**config.mk**
```make
export PLATFORM = sky130hd
export DESIGN_NAME = interrupt_sequencer
export DESIGN_NICKNAME = d
export VERILOG_FILES = /design/src/rtl/interrupt_sequencer.sv
export SDC_FILE = /design/constraint.sdc
export NUM_CORES = 1
export LEC_CHECK = 0
export ABC_AREA = 1
export CORE_ASPECT_RATIO = 1.1
export CORE_MARGIN = 2
export CORE_UTILIZATION = 50
export DETAILED_ROUTE_END_ITERATION = 10
export DONT_BUFFER_PORTS = 1
export RECOVER_POWER = 100
export SLEW_MARGIN = 20
export SYNTH_ARGS = -nofsm -noshare
export SYNTH_HDL_FRONTEND = slang
export SYNTH_SLANG_ARGS = --single-unit
```
**constraint.sdc**
```tcl
create_clock -name clk -period 3.3 [get_ports clk]
set_clock_uncertainty 0.05 [all_clocks]
set_input_delay 0.825 -clock clk [delete_from_list [all_inputs] [get_ports clk]]
set_output_delay 0.825 -clock clk [all_outputs]
set_load 0.005 [all_outputs]
```
**src/rtl/interrupt_sequencer.sv**
```systemverilog
// rtl/interrupt_sequencer.sv - interrupt entry sequencer: flush, push PC/flags, fetch vector, redirect PC
module interrupt_sequencer #(
    parameter int                    PC_WIDTH   = 32,
    parameter int                    DATA_WIDTH = 16,
    parameter int                    ADDR_WIDTH = 32,
    parameter int                    FLAG_WIDTH = 3,
    parameter logic [ADDR_WIDTH-1:0] VEC_ADDR   = 2
) (
    input  logic                  clk,
    input  logic                  reset,
    input  logic                  int_req,
    input  logic                  stall,
    input  logic [PC_WIDTH-1:0]   pc_in,
    input  logic [FLAG_WIDTH-1:0] flags_in,
    input  logic [ADDR_WIDTH-1:0] sp_in,
    input  logic [DATA_WIDTH-1:0] mem_rdata,
    output logic                  busy,
    output logic                  flush,
    output logic                  mem_read,
    output logic                  mem_write,
    output logic [ADDR_WIDTH-1:0] mem_addr,
    output logic [DATA_WIDTH-1:0] mem_wdata,
    output logic                  sp_dec,
    output logic                  pc_load,
    output logic [PC_WIDTH-1:0]   pc_out,
    output logic                  flags_clear
);

    typedef enum logic [2:0] {
        IDLE, FLUSH, PUSH_HI, PUSH_LO, PUSH_FL, VEC_HI, VEC_LO, LOAD
    } state_t;

    // Low half of the vector sits one word above the high half, wrapping at the top of memory.
    localparam logic [ADDR_WIDTH-1:0] VEC_ADDR_LO = VEC_ADDR + ADDR_WIDTH'(1);

    state_t                state_q, state_d;
    logic                  pending_q, pending_d;
    logic [PC_WIDTH-1:0]   pc_snap_q, pc_snap_d;
    logic [FLAG_WIDTH-1:0] fl_snap_q, fl_snap_d;
    logic [DATA_WIDTH-1:0] vec_hi_q, vec_hi_d;
    logic [DATA_WIDTH-1:0] vec_lo_q, vec_lo_d;
    logic [PC_WIDTH-1:0]   pc_out_q, pc_out_d;

    // State and capture registers; reset aborts any sequence in flight and drops a pending request.
    always_ff @(posedge clk or negedge reset) begin
        if (!reset) begin
            state_q   <= IDLE;
            pending_q <= 1'b0;
            pc_snap_q <= '0;
            fl_snap_q <= '0;
            vec_hi_q  <= '0;
            vec_lo_q  <= '0;
            pc_out_q  <= '0;
        end else begin
            state_q   <= state_d;
            pending_q <= pending_d;
            pc_snap_q <= pc_snap_d;
            fl_snap_q <= fl_snap_d;
            vec_hi_q  <= vec_hi_d;
            vec_lo_q  <= vec_lo_d;
            pc_out_q  <= pc_out_d;
        end
    end

    // Next-state logic; FLUSH and LOAD always advance, push and vector states wait out a stall.
    always_comb begin
        state_d   = state_q;
        pending_d = pending_q;
        pc_snap_d = pc_snap_q;
        fl_snap_d = fl_snap_q;
        vec_hi_d  = vec_hi_q;
        vec_lo_d  = vec_lo_q;
        pc_out_d  = pc_out_q;

        // A request arriving mid-sequence is remembered once; repeats merge into the same bit.
        if (state_q != IDLE && int_req) begin
            pending_d = 1'b1;
        end

        case (state_q)
            IDLE: begin
                if (int_req || pending_q) begin
                    pc_snap_d = pc_in;
                    fl_snap_d = flags_in;
                    pending_d = 1'b0;
                    state_d   = FLUSH;
                end
            end
            FLUSH:   state_d = PUSH_HI;
            PUSH_HI: if (!stall) state_d = PUSH_LO;
            PUSH_LO: if (!stall) state_d = PUSH_FL;
            PUSH_FL: if (!stall) state_d = VEC_HI;
            VEC_HI: begin
                if (!stall) begin
                    vec_hi_d = mem_rdata;
                    state_d  = VEC_LO;
                end
            end
            VEC_LO: begin
                if (!stall) begin
                    vec_lo_d = mem_rdata;
                    state_d  = LOAD;
                end
            end
            LOAD: begin
                pc_out_d = {vec_hi_q, vec_lo_q};
                state_d  = IDLE;
            end
            default: state_d = IDLE;
        endcase
    end

    // Moore output decode; only sp_dec looks at stall so the SP moves exactly once per push.
    always_comb begin
        busy        = 1'b0;
        flush       = 1'b0;
        mem_read    = 1'b0;
        mem_write   = 1'b0;
        mem_addr    = '0;
        mem_wdata   = '0;
        sp_dec      = 1'b0;
        pc_load     = 1'b0;
        flags_clear = 1'b0;
        pc_out      = pc_out_q;

        case (state_q)
            FLUSH: begin
                busy  = 1'b1;
                flush = 1'b1;
            end
            PUSH_HI, PUSH_LO, PUSH_FL: begin
                busy      = 1'b1;
                mem_write = 1'b1;
                mem_addr  = sp_in;
                sp_dec    = !stall;
                if (state_q == PUSH_HI) begin
                    mem_wdata = pc_snap_q[PC_WIDTH-1:DATA_WIDTH];
                end else if (state_q == PUSH_LO) begin
                    mem_wdata = pc_snap_q[DATA_WIDTH-1:0];
                end else begin
                    mem_wdata = DATA_WIDTH'(fl_snap_q);
                end
            end
            VEC_HI: begin
                busy     = 1'b1;
                mem_read = 1'b1;
                mem_addr = VEC_ADDR;
            end
            VEC_LO: begin
                busy     = 1'b1;
                mem_read = 1'b1;
                mem_addr = VEC_ADDR_LO;
            end
            LOAD: begin
                busy        = 1'b1;
                pc_load     = 1'b1;
                flags_clear = 1'b1;
                pc_out      = {vec_hi_q, vec_lo_q};
            end
            default: ;
        endcase
    end

endmodule

```
* Word-level counts from Yosys, hierarchy flattened
Cells that the tools add are included.
** Word-level totals
- Register bits after elaboration :: 103
- Output and inout port bits :: 87
- Word-level logic and storage cells :: 54
** Operators by class
- Equality and inequality tests :: 13
- Muxes and demuxes :: 21
- Bitwise operators :: 1
- Reduce and logical (&&, ||, !) cells :: 12
** Operator list (count)
- one-hot mux 32 bit (3 select lines) :: 1
- 2-to-1 mux 16 bit :: 3
- 2-to-1 mux 32 bit :: 1
- one-hot mux 3 bit (8 select lines) :: 1
- 2-to-1 mux 3 bit :: 6
- == test 3 bit (second input constant) :: 4
- inequality test 2 bit (second input constant) :: 6
- 2-to-1 mux 1 bit :: 9
- OR reduction 7 bit :: 1
- == test 3 x 2 -> 1 bit (second input constant) :: 2
- AND reduction 2 bit :: 3
- AND reduction 6 bit :: 1
- == test 3 x 1 -> 1 bit (second input constant) :: 1
- zero test 3 bit :: 1
- nonzero test 3 bit :: 1
- OR reduction 3 bit :: 1
- OR reduction 2 bit :: 1
- logical AND 1 bit :: 1
- zero test 1 bit :: 1
- logical OR 1 bit :: 1
- inverter 1 bit :: 1

* Depth between registers and ports, before layout
Gate-level depths: netlist of the first run.
- Depth in word-level cells :: 5
- Gate-level depth with buffers :: 10
- Gate-level depth less buffers :: 9

* Least setup slack after synthesis of the first run
Ideal clock, no wire load.
- Kind :: reg-to-output
- Start point :: reg state_q[0]
- End point :: out mem_addr[10]
- Data arrival time :: 1.329 ns
- Setup slack :: 1.096 ns
- Cell stages (with the launch flop) :: 9
- Path buffers :: 2
- Cells stage by stage :: dfrtp_1 -> inv_1 -> ha_1 -> buf_2 -> nand2_2 -> nand3_2 -> inv_2 -> buf_4 -> nor2_1
** On the way
- Word-level cells in the longest chain between the ends :: 3
** RTL lines
- from (decl) :: RTL line 36 : state_t state_q, state_d;
- from (signal assigned) :: RTL line 55 : state_q <= state_d;
- == test 3 x 2 -> 1 bit / == test 3 bit (equally long branches) :: RTL line 126 : case (state_q)
- OR reduction 3 bit :: RTL line 126
- one-hot mux 32 bit (3 select lines) (*) :: RTL line 126
- to (decl) :: RTL line 21 : output logic [ADDR_WIDTH-1:0] mem_addr,
Every way passes the cells marked *; elsewhere a longest branch is shown, timed or not.

* Final worst setup path of the first run
- Start point :: reg state_q[2]
- End point :: out mem_wdata[5]
** On the way
- Word-level cells in the longest chain between the ends :: 4
** RTL lines
- == test 3 x 2 -> 1 bit :: RTL line 126, 138
- 2-to-1 mux 16 bit :: RTL line 138 : end else if (state_q == PUSH_LO) begin
- 2-to-1 mux 16 bit :: RTL line 136 : if (state_q == PUSH_HI) begin
- 2-to-1 mux 16 bit (*) :: RTL line 126
- to (decl) :: RTL line 22 : output logic [DATA_WIDTH-1:0] mem_wdata,
Marks and branches as above.

==> run metrics, run 1 <==
Row Count=36; Total GRT Usage=19.8%; Int Pwr=2.73 mW; setup tns final=0 ns; CTS tree=yes; WS Path Type=register to output pin; CP peak stage delay=0.51 ns; final hold vios=0; synthesis-to-layout area growth=3.38%; crit end category=output pin; Initial Util=51.9%; f_max=328 MHz; vias in the first global route=3,202; sequential share of power=45.4%; total number of vias=3,357; first drt pass iteration count=4; worst slew pin tran=1.67 ns; crit share post-route=92.4%; Worst Hold Margin=0.0893 ns; routability cong.=0.707; hpwl dp=6.79 mm; Die Y=105 um; IO buf count=0; mux share of post-synthesis cell area=0%; maxcap violations=1; total CTS buffers=9; register bit total from synthesis=103; die width=95.8 um; max_slew headroom=-12.1%; register area share after synthesis=55.7%; # fillers=879; number of vias per cell=4.98; final-report setup violation count=0; static leakage=2.69 nW; layout cell share with drive strength beyond 1=4.46%; syn_area_per_cell=8.15 um2; area leader, netlist=dfrtp_1; Root Buffer=clkbuf_8; diode count=0; initial antenna violation count=0; predominant post-synthesis flop cell=dfrtp_1; clock sinks=103; Post-Syn Nets=659; synth cell count leaders=nand2_1, dfrtp_1, inv_1, nor2_1, o21ai_0; post-synthesis adder-cell area fraction=1.08%; RSZ-0062 raised after global routing=no; Reg area=2580 um2; Final min period=3.05 ns; Worst-path clk slew=0.10 ns; hold buffer count at CTS=0; DRT antenna net count=0; Multi-input gate area=1490 um2; Critical Path, Cell by Cell=inv_2 > nand2_1 > or2_1 > o21ai_0; CTS Buffer Depth=2; largest family of logic cells by synthesized area=simple AND/OR/NAND/NOR gates; pin count of the biggest net entering global routing=104; Comb pwr share=36.6%; Post-Synth XOR/XNOR Area=0%; Post-synth EDFFs=0; final core utilization=53.7%; async set or reset register ratio after synthesis=100%; CP max stage cell=dfrtp_1; violated checks=capacitance limit, slew limit; post-route cell area=4790 um2; Worst Path Required=2.42 ns; proportion of total power due to net switching=40.9%; Post-CTS Setup Bufs=0; Post-route DRC=0; Synth top area share=55.7%; crit path DAT=2.17 ns; DP Cell Count=658; pwr dens=964 nW/um2; yosys warns=0; net switching power figure=1.89 mW; post-synthesis cell type count=20; CORE AREA=8920 um2; Final nets=646; Synth area leaders=dfrtp_1, nand2_1, inv_1; most common cell in the synthesized netlist=nand2_1; Clk pwr share=18.0%; DIE AREA=10,000 um2; Starting DRT DRC Count=162; Mapped Area=4630 um2; Synth Area in Compound Gates=10.8%; Worst VDD drop=0.369 mV; routed wire length=9.79 mm; Hold/Removal Path Class=input pin to async pin; GRT overflow=0; Worst Setup Start Kind=register; final cell count without fillers=674; post-cts gate resize count=0; first-pass GRT wire length=15.5 mm; Mapped Cells=568; Pwr Total=4.62 mW; Final Worst Setup Slack=0.252 ns; pre-CTS setup slack=0.624 ns; CTS H-Tree Depth=3; status=finished with violations; Cell Area, Placed=4660 um2; CP max FO=16; Post-Synth Simple-Gate Area=21.7%; clock latency on the worst-skew pair=0.37 ns; top-level I/O count=174; Final Max Slew Viols=30; WL/cell=14.5 um
==> kinds of logic after synthesis <==
logic type	after synthesis
adder cells (fa/ha/maj)	4
AND/OR/NAND/NOR	250
AO/OA/AOI/OAI	92
buffers and inverters	119
flip-flops	103
==> worst max-delay path: cells and delay by family, from the launching register on <==
| kind | cells | cell delay (ns) |
|---|---|---|
| and+or+nand+nor | 2 | 0.71 |
| AOI/OAI and AO/OA | 1 | 0.31 |
| buffers and inverters | 1 | 0.27 |
| DFF | 1 | 0.51 |
==> power groups by stage <==
stage / logic (mW) / registers, mW / clock network, mW
after floorplan: 1.56 / 2.05 / 0
after global placement: 1.76 / 2.11 / 0
after detailed placement: 1.81 / 2.13 / 0
after CTS: 1.82 / 2.11 / 0.858
after global routing: 1.99 / 2.17 / 0.907
final: 1.69 / 2.10 / 0.829
==> flip-flops by register name, summed over array words and instances, names as in the netlist <==
name / flops
pc_out_q: 32
vec_lo_q: 16
pending_q: 1
state_q: 3
pc_snap_q: 32
fl_snap_q: 3
vec_hi_q: 16
==> final timing paths <==
kind,startpoint,to,slack [ns],cells after the start
max reg2reg,state_q[1]$_DFFE_PN0P_,fl_snap_q[1]$_DFFE_PN0P_,0.57,8
min reg2reg,pc_snap_q[1]$_DFFE_PN0P_,pc_snap_q[1]$_DFFE_PN0P_,0.44,2
min,reset,pc_snap_q[13]$_DFFE_PN0P_,0.09,0
max,state_q[2]$_DFFE_PN0P_,mem_wdata[5],0.25,4
min in group clk,pc_snap_q[1]$_DFFE_PN0P_,pc_snap_q[1]$_DFFE_PN0P_,0.44,2
max in group asynchronous,reset,pc_out_q[19]$_DFF_PN0_,2.96,0
==> per-layer routing <==
| layer | routed length [um] | share of wire, % | track usage [%] |
|---|---|---|---|
| met1 | 4220 | 43 | 25.4 |
| met2 | 4670 | 48 | 31.5 |
| met3 | 736 | 7.5 | 5.70 |
| met4 | 163 | 1.7 | 7.35 |
| met5 | 0 | 0 | 0 |
==> layout by cell type (no fill, tap or decap) <==
master     count
nand3_1       18
bufinv_16      1
buf_4          2
inv_2          3
clkbuf_2       1
a21oi_1       20
inv_8          1
nor2_1        53
o21ai_2        2
inv_1         88
o21ai_0       67
dfrtp_1      103
clkbuf_8      10
o21ai_1        3
clkinv_4       3
nand2_1      177
ha_1           4
clkbuf_1       1
inv_6          1
or2_1          1
nand3_2        1
==> final cells by class <==
| cell class | count | share of cell area [%] |
|---|---|---|
| clock buffer | 10 | 2.88 |
| clock inverter | 6 | 1.59 |
| inverter | 91 | 7.14 |
| multi-input combinational | 346 | 31.1 |
| sequential | 103 | 53.8 |
| tap | 114 | 2.98 |
| timing repair buffer | 4 | 0.497 |
No activity file was read; power rests on OpenSTA's default activity.
==> run 2, diff against run 1 <==
Settings changed: CORE_UTILIZATION 50 to 68, PLACE_DENSITY set to 0.84.
==> run metrics, run 2 (synthesis results as in run 1) <==
status=completed; final-report setup violation count=0; CORE AREA=6590 um2; Total GRT Usage=26.5%; CTS Buffer Depth=2; Global Route met2 Usage=42.9%; hold buffer count at CTS=0; crit end category=output pin; post-cts gate resize count=0; die width=82.7 um; CTS tree=yes; top-level I/O count=174; proportion of total power due to net switching=40.5%; Clk pwr share=17.8%; routability cong.=0.766; met3 Usage GRT=6.90%; Worst Setup Start Kind=register; Worst VDD drop=0.621 mV; Final min period=3.06 ns; pwr dens=979 nW/um2; IO buf count=0; RSZ-0062 raised after global routing=no; Post-route DRC=0; Comb pwr share=37.0%; first-pass GRT wire length=15.3 mm; sequential share of power=45.2%; total number of vias=3,473; hpwl dp=6.87 mm; WL/cell=15.1 um; clock sinks=103; Row Count=31; vias in the first global route=3,340; Post-CTS Setup Bufs=0; number of vias per cell=5.43; GRT overflow=0; Starting DRT DRC Count=189; CP max FO=31; r2r worst-path depth=7; top flop regs=pc_out_q x32, pc_snap_q x32; Die Y=90.6 um; crit share post-route=92.7%; crit path DAT=2.18 ns; max_slew headroom=24.8%; f_max=327 MHz; routed wire length=9.66 mm; Top Usage Layer GRT=met2; Root Buffer=clkbuf_8; most frequent cells in the layout=nand2_1, dfrtp_1, inv_1; DIE AREA=7490 um2; DRT antenna net count=0; Int Pwr=2.77 mW; net switching power figure=1.88 mW; static leakage=2.68 nW; clock latency on the worst-skew pair=0.36 ns; first drt pass iteration count=4; WS Path Type=register to output pin; Hold/Removal Path Class=input pin to async pin; most common cell after layout, fill and taps aside=nand2_1; Initial Util=70.2%; pre-CTS setup slack=0.684 ns; diode count=0; setup tns final=0 ns; initial antenna violation count=0; layout cell share with drive strength beyond 1=4.48%; maxcap violations=0; worst slew pin tran=1.13 ns; CTS H-Tree Depth=3; Worst-path clk slew=0.09 ns; Worst Path Required=2.42 ns; Final Worst Setup Slack=0.241 ns; Final Max Slew Viols=0; pin count of the biggest net entering global routing=104; synthesis-to-layout area growth=2.70%; final hold vios=0; Final nets=645; total CTS buffers=9; GRT met1 Usage=34.4%
[run 2: changes by cell type in the layout (fill, tap and decap cells not counted), sizes merged]
cell and delta:
bufinv +1, clkinv -2, inv -2, clkbuf -1, clkinvlp +2
[run 2: path summary, 6_finish.rpt]
kind	startpoint	to	slack, ns
setup / recovery	state_q[0]$_DFFE_PN0P_	mem_addr[25]	0.24
hold / removal	reset	pc_snap_q[13]$_DFFE_PN0P_	0.1
setup reg to reg	state_q[0]$_DFFE_PN0P_	pc_snap_q[21]$_DFFE_PN0P_	0.95
hold reg to reg	vec_lo_q[12]$_DFFE_PN0P_	vec_lo_q[12]$_DFFE_PN0P_	0.44
max in group asynchronous	reset	pc_snap_q[24]$_DFFE_PN0P_	2.95
min in group clk	vec_lo_q[12]$_DFFE_PN0P_	vec_lo_q[12]$_DFFE_PN0P_	0.44
[run 2: layout make-up]
type / count / area (um2)
well taps: 82 / 103
clock inverters: 5 / 83.8
multi-input cells: 346 / 1500
flip-flops and latches: 103 / 2580
inverters: 91 / 342
repair buffers: 3 / 20.0
fillers: 499 / 1840
clock buffers: 10 / 128
[run 2: power groups by stage]
stage | Clock (mW) | Combinational (mW) | Sequential (mW)
3_5_place_dp | 0 | 1.81 | 2.13
4_1_cts | 0.847 | 1.82 | 2.11
3_3_place_gp | 0 | 1.71 | 2.11
6_report | 0.831 | 1.72 | 2.11
2_1_floorplan | 0 | 1.56 | 2.05
5_1_grt | 0.896 | 2.01 | 2.17
[run 2: routing by layer]
layer	wire (um)	vias up
met3	685	15
met5	0	-
met2	4860	108
met1	4000	1669
met4	122	0
li1	-	1681
[run 2: critical path: stages, from the launching register on]
cell and delay (ns):
dfrtp_1 0.42, inv_1 0.08, ha_1 0.19, buf_4 0.19
nand2_2 0.16, nand3_1 0.24, inv_2 0.41, nor2_1 0.12
[run 2: stage by stage]
step           hold WS (ns)  std cells  area [um2]  power (mW)  utilization [%]
4_1_cts              0.0903        640        4820        4.78             73.1
2_1_floorplan         0.398        568        4630        3.61                -
3_3_place_gp          0.416        625        4610        3.82             69.9
3_5_place_dp          0.421        625        4610        3.94             69.9
5_1_grt              0.0764        640        4760        5.07             72.1
6_report             0.0998        640        4760        4.66             72.1
